<file path="config.mk">
export PLATFORM = sky130hd
export DESIGN_NAME = as2650_spi_boot_loader
export DESIGN_NICKNAME = d
export VERILOG_FILES = /design/src/rtl/as2650_spi_boot_loader.sv
export SDC_FILE = /design/constraint.sdc
export NUM_CORES = 1
export LEC_CHECK = 0
export ABC_AREA = 1
export CAP_MARGIN = 20
export CORE_MARGIN = 2
export CORE_UTILIZATION = 30
export DETAILED_ROUTE_END_ITERATION = 7
export PLACE_DENSITY = 0.57
export SYNTH_ARGS = -nofsm -noshare
export SYNTH_HDL_FRONTEND = slang
export SYNTH_SLANG_ARGS = --single-unit
</file>
<file path="constraint.sdc">
create_clock -name wb_clk_i -period 2.6 [get_ports wb_clk_i]
set_input_delay 0.39 -clock wb_clk_i [delete_from_list [all_inputs] [get_ports wb_clk_i]]
set_output_delay 0.39 -clock wb_clk_i [all_outputs]
set_load 0.005 [all_outputs]
</file>
<file path="src/rtl/as2650_spi_boot_loader.sv">
// as2650_spi_boot_loader
//   After reset, copies BOOT_BYTES bytes from an SPI NOR flash into external
//   SRAM starting at address 0, using the multiplexed address/data bus. The
//   CPU is held in reset during the copy. When the copy completes, the loader
//   releases the CPU and the bus. If the first flash byte is 0xFF, the flash
//   is treated as blank: boot_fail is set and the CPU stays in reset.
//
// Ports
//   wb_clk_i   system clock, rising edge
//   rst        synchronous active-high reset
//   rom_cs_n   flash chip select (active low)
//   rom_sclk   flash SPI clock, mode 0
//   rom_mosi   flash data in
//   rom_miso   flash data out, sampled at the end of the sclk-high cycle
//   bus_out    multiplexed address/data to the bus
//   bus_oe     loader drives bus_out
//   le_lo      address-low latch enable
//   le_hi      address-high latch enable
//   we_n       SRAM write strobe (write on rising edge)
//   oe_n       SRAM output enable, constant 1
//   cpu_rst    hold CPU in reset
//   boot_done  copy complete (sticky until rst)
//   boot_fail  blank flash detected (sticky until rst)
//
// state    | meaning
// ---------+-----------------------------------------------------------
// RESET    | held while rst is high; all outputs at their reset values
// IDLE     | one cycle after reset release; select the flash, load command
// CMD      | shift out 0x03 + 24-bit flash address, 2 clocks per bit
// RDBYTE   | shift in one byte, 2 clocks per bit
// WR_LO    | drive addr[7:0] with le_lo
// WR_HI    | drive addr[15:8] with le_hi
// WR_DATA  | drive data with we_n low
// WR_END   | we_n high, data held; advance address
// DONE     | copy finished; CPU released (sink)
// FAIL     | blank flash; CPU held (sink)

module as2650_spi_boot_loader #(
  parameter int unsigned BOOT_BYTES = 8192,
  parameter logic [23:0] FLASH_ADDR = 24'h0
) (
  input  logic       wb_clk_i,
  input  logic       rst,
  output logic       rom_cs_n,
  output logic       rom_sclk,
  output logic       rom_mosi,
  input  logic       rom_miso,
  output logic [7:0] bus_out,
  output logic       bus_oe,
  output logic       le_lo,
  output logic       le_hi,
  output logic       we_n,
  output logic       oe_n,
  output logic       cpu_rst,
  output logic       boot_done,
  output logic       boot_fail
);

  typedef enum logic [3:0] {
    ST_RESET,
    ST_IDLE,
    ST_CMD,
    ST_RDBYTE,
    ST_WR_LO,
    ST_WR_HI,
    ST_WR_DATA,
    ST_WR_END,
    ST_DONE,
    ST_FAIL
  } state_t;

  // 17 bits so that a full 64 KiB image fits in the remaining-byte counter.
  localparam logic [16:0] BYTES_INIT = 17'(BOOT_BYTES);

  state_t      state;
  state_t      state_nxt;

  logic        phase;       // 0: sclk-low half of a bit, 1: sclk-high half
  logic [4:0]  bit_cnt;     // bits remaining in the current shift, down-counter
  logic [31:0] cmd_sr;
  logic [7:0]  rx_sr;
  logic [15:0] addr;
  logic [16:0] bytes_left;

  logic        bit_last;
  logic [7:0]  rx_byte;

  assign bit_last = phase && (bit_cnt == 5'd0);
  // The byte as it will be once the current miso bit is shifted in.
  assign rx_byte  = {rx_sr[6:0], rom_miso};

  // State register
  always_ff @(posedge wb_clk_i) begin
    if (rst) begin
      state <= ST_RESET;
    end else begin
      state <= state_nxt;
    end
  end

  // Next-state logic
  always_comb begin
    state_nxt = state;
    case (state)
      ST_RESET:   state_nxt = ST_IDLE;
      ST_IDLE:    state_nxt = ST_CMD;
      ST_CMD:     if (bit_last) state_nxt = ST_RDBYTE;
      ST_RDBYTE: begin
        if (bit_last) begin
          // Only the byte destined for address 0 is checked for blank flash.
          if ((addr == 16'd0) && (rx_byte == 8'hFF)) begin
            state_nxt = ST_FAIL;
          end else begin
            state_nxt = ST_WR_LO;
          end
        end
      end
      ST_WR_LO:   state_nxt = ST_WR_HI;
      ST_WR_HI:   state_nxt = ST_WR_DATA;
      ST_WR_DATA: state_nxt = ST_WR_END;
      ST_WR_END:  state_nxt = (bytes_left == 17'd1) ? ST_DONE : ST_RDBYTE;
      ST_DONE:    state_nxt = ST_DONE;
      ST_FAIL:    state_nxt = ST_FAIL;
      default:    state_nxt = ST_RESET;
    endcase
  end

  // SPI shift and address datapath
  always_ff @(posedge wb_clk_i) begin
    if (rst) begin
      phase      <= 1'b0;
      bit_cnt    <= 5'd0;
      cmd_sr     <= 32'd0;
      rx_sr      <= 8'd0;
      addr       <= 16'd0;
      bytes_left <= 17'd0;
    end else begin
      case (state)
        ST_IDLE: begin
          cmd_sr     <= {8'h03, FLASH_ADDR};
          bit_cnt    <= 5'd31;
          phase      <= 1'b0;
          addr       <= 16'd0;
          bytes_left <= BYTES_INIT;
        end
        ST_CMD: begin
          phase <= ~phase;
          if (phase) begin
            cmd_sr  <= {cmd_sr[30:0], 1'b0};
            // Reload for the first data byte once the command is out.
            bit_cnt <= (bit_cnt == 5'd0) ? 5'd7 : bit_cnt - 5'd1;
          end
        end
        ST_RDBYTE: begin
          phase <= ~phase;
          if (phase) begin
            rx_sr   <= rx_byte;
            bit_cnt <= (bit_cnt == 5'd0) ? 5'd7 : bit_cnt - 5'd1;
          end
        end
        ST_WR_END: begin
          // 16-bit wrap is intended: a 64 KiB copy ends with addr back at 0.
          addr       <= addr + 16'd1;
          bytes_left <= bytes_left - 17'd1;
        end
        default: ;
      endcase
    end
  end

  // Output decode
  always_comb begin
    rom_cs_n  = 1'b1;
    rom_sclk  = 1'b0;
    rom_mosi  = 1'b0;
    bus_out   = 8'h00;
    bus_oe    = 1'b0;
    le_lo     = 1'b0;
    le_hi     = 1'b0;
    we_n      = 1'b1;
    oe_n      = 1'b1;
    cpu_rst   = 1'b1;
    boot_done = 1'b0;
    boot_fail = 1'b0;
    case (state)
      ST_IDLE: begin
        rom_cs_n = 1'b0;
      end
      ST_CMD: begin
        rom_cs_n = 1'b0;
        rom_sclk = phase;
        rom_mosi = cmd_sr[31];
      end
      ST_RDBYTE: begin
        rom_cs_n = 1'b0;
        rom_sclk = phase;
      end
      // Flash stays selected with sclk parked low; the sequential read
      // continues when clocking resumes.
      ST_WR_LO: begin
        rom_cs_n = 1'b0;
        bus_oe   = 1'b1;
        bus_out  = addr[7:0];
        le_lo    = 1'b1;
      end
      ST_WR_HI: begin
        rom_cs_n = 1'b0;
        bus_oe   = 1'b1;
        bus_out  = addr[15:8];
        le_hi    = 1'b1;
      end
      ST_WR_DATA: begin
        rom_cs_n = 1'b0;
        bus_oe   = 1'b1;
        bus_out  = rx_sr;
        we_n     = 1'b0;
      end
      ST_WR_END: begin
        rom_cs_n = 1'b0;
        bus_oe   = 1'b1;
        bus_out  = rx_sr;
      end
      ST_DONE: begin
        cpu_rst   = 1'b0;
        boot_done = 1'b1;
      end
      ST_FAIL: begin
        boot_fail = 1'b1;
      end
      default: ;
    endcase
  end

endmodule

</file>
==> impl_metrics.toml, run 1 <==
[global_routing]
grt_pass1_vias = 2719
antenna_found_initial = 0
grt_max_degree = 37
globalRouteOverflowTotal = 0
grt_pass1_wl_mm = 13.1
grt.total_usage_pct = 14.4

[placed_design]
hpwlAfterDp_mm = 5.37
io_buffers = 20
gp_congestion = 0.814
dp_cells = 598

[cts]
cts.clk_slew.worst_paths_ps = 70
cts_setup_buffers = 0
cts_tree = "built"
ctsHoldBuffers = 0
clockRootBuffer = "clkbuf_8"
clock_latency_ps = 350
clock_path_buffers = 2
cts_buffers = 9
cts_sinks = 59
ctsHtreeMaxLevel = 3

[final_layout]
multi_input_area_mm2 = 0.00167
area_growth_pct = 17.9
layoutNonFillerInstCount = 614
layout.nets = 481
diodes = 0
num-fill-cells = 1103
drive_gt1_share_pct = 10.9
seqCellArea_mm2 = 0.00118

[detailed_routing]
drc = 0
maxUsedRoutingLayer = "met4"
ant_nets = 0
drt-total-wl_mm = 7.60
wl_per_cell_um = 12.4
wl_met1_mm = 3.86
wl_met2_mm = 3.34
first_iter_violations = 225
num_vias = 2948
routed_via_density = 4.80
drtPass1Iterations = 4
wl_met3_um = 257

[setup_path]
cp_data_arrival_time_ps = 2040
crit_required_ps = 2210
critical_path_class = "flip-flop to output port"
critPathLaunchType = "flip-flop"
cp_max_fo = 10
ff2ff_path_depth = 8
worst_setup_path_end_kind = "output port"

[timing]
skew_ps = 14.5
fin_tns_setup_ps = 0
rsz0062_at_grt = "no"
fin_crit_sh_pct = 93.6
post-route-min-period_ps = 2430
hold_viol = 0
maxSlewViolCount = 0
setup_viol = 0
fmax_mhz = 411

[floorplan]
fp-row-count = 37
die_w_um = 107
io_pins = 22
start_util_pct = 30.7
core_area_mm2 = 0.0103
die_y_um = 107
dieArea_mm2 = 0.0113

[min_path]
hold_class = "flip-flop to flip-flop"
min_path_cells = 1

[logic_synthesis]
synth_edf_count = 0
syn_avg_cell_area_um2 = 6.97
synth-seq-area-share_pct = 37.5
ys_async_sr_fraction_pct = 0
syn_inst = 452
synth_most_common_cell = "nand2_1"
synthesis.area_mm2 = 0.00315
synth.distinct_cells = 36
yosysTopAreaCell = "dfxtp_1"
syn-num-nets = 460
ys_seq_elements = 59
synth_common_cells = "nand2_1, dfxtp_1, inv_1"
netlist.area_leader.share_pct = 37.5
synth_ff_type = "dfxtp_1"
synth_area_leaders = "dfxtp_1, nand2_1, inv_1"
ys.warnings.count = 0

[power]
power.internal_mw = 1.99
p_leak_nw = 1.41
sequentialPowerShare_pct = 38.0
ir_drop_uv = 290
p_comb_share_pct = 27.8
p_total_mw = 3.02
power_switching_mw = 1.03
switching_share_pct = 34.1
pwr-share-clk_pct = 34.2
powerDensity_mw_per_mm2 = 812

[outcome]
status = "completed"

[flow_run]
cap_violations = 0
layout make-up:
cell class	count	area share [%]
Timing Repair Buffer	23	6.00
Clock inverter	5	2.69
Inverter	60	6.06
Multi-Input combinational cell	320	45.1
Clock buffer	11	3.81
Sequential cell	59	31.8
Tap cell	136	4.58
placed cells by master (no fill, tap or decap), drive strengths merged:
| cell | count |
|---|---|
| buf | 3 |
| o22ai | 1 |
| a211oi | 8 |
| a221oi | 5 |
| conb | 1 |
| nor4 | 2 |
| dfxtp | 59 |
| o221ai | 8 |
| a31oi | 3 |
| clkbuf | 11 |
| nand4 | 7 |
| a41oi | 1 |
| nor3 | 4 |
| or2 | 2 |
| a21oi | 41 |
| nand3 | 33 |
| inv | 60 |
| and3 | 1 |
| ha | 5 |
| clkinv | 2 |
| o311a | 1 |
| o21ai | 42 |
| bufinv | 3 |
| clkdlybuf4s50 | 20 |
| nor2 | 62 |
| nand2 | 93 |
timing repair:
action,in CTS,in global routing
endpoints found under the setup margin,0,8
hold endpoints to repair,0,0
gates resized for setup,0,3
stage by stage:
stage | setup WS [ps] | utilization [%] | hold WS [ps] | area (um2)
2_1_floorplan | 1140 | - | 411 | 3150
3_3_place_gp | 538 | 33.8 | 420 | 3470
3_5_place_dp | 445 | 33.8 | 425 | 3470
4_1_cts | 65.1 | 36.1 | 435 | 3710
5_1_grt | 19.5 | 36.1 | 452 | 3710
6_report | 166 | 36.1 | 435 | 3710
sequential cells by signal (all words and copies together) (netlist names):
name and cells:
state 4, addr 16, phase 1, bit_cnt 5
rx_sr 8, bytes_left 17, cmd_sr 8
critical path, stage by stage, from the launching register on:
cell	delay (ps)
dfxtp_1	390
or2_2	370
nor2_4	230
nand2_1	100
o221ai_1	80
clkdlybuf4s50_1	530
layer usage:
layer	vias to the layer above	global-route usage [%]
met1	1336	19.5
li1	1553	-
met2	48	22.3
met4	0	7.05
met3	11	2.08
met5	-	0
worst paths after layout:
check / slack (ps) / from / endpoint
setup / recovery: 170 / state[0] / bus_out[5]
hold / removal: 430 / addr[14] / addr[14]
setup reg to reg: 790 / state[1] / bit_cnt[4]
hold reg to reg: 430 / addr[14] / addr[14]
kinds of logic after synthesis:
kind of cell / synth area share (%)
other: 0.119
AOI/OAI and AO/OA: 20.2
buffers and inverters: 9.49
and+or+nand+nor: 30.7
adders and majority gates: 1.98
DFF: 37.5
power by group through the flow:
stage	Clock, mW	Sequential [mW]	Combinational [mW]
after global routing	1.10	1.17	0.974
after detailed placement	0	1.17	0.840
final	1.03	1.15	0.838
after global placement	0	1.16	0.830
after CTS	1.05	1.15	0.842
after floorplan	0	1.14	0.659
(Power assumes the default switching activity.)
==> run 2, diff against run 1 <==
- CAP_MARGIN: 20 -> default
==> results of run 2 <==
Same layout as run 1: the final DEF is identical, and so are final timing and power.
==> run 3, diff against run 2 <==
- TNS_END_PERCENT: default -> 10
==> results of run 3 <==
Same layout as run 1: the final DEF is identical, and so are final timing and power.
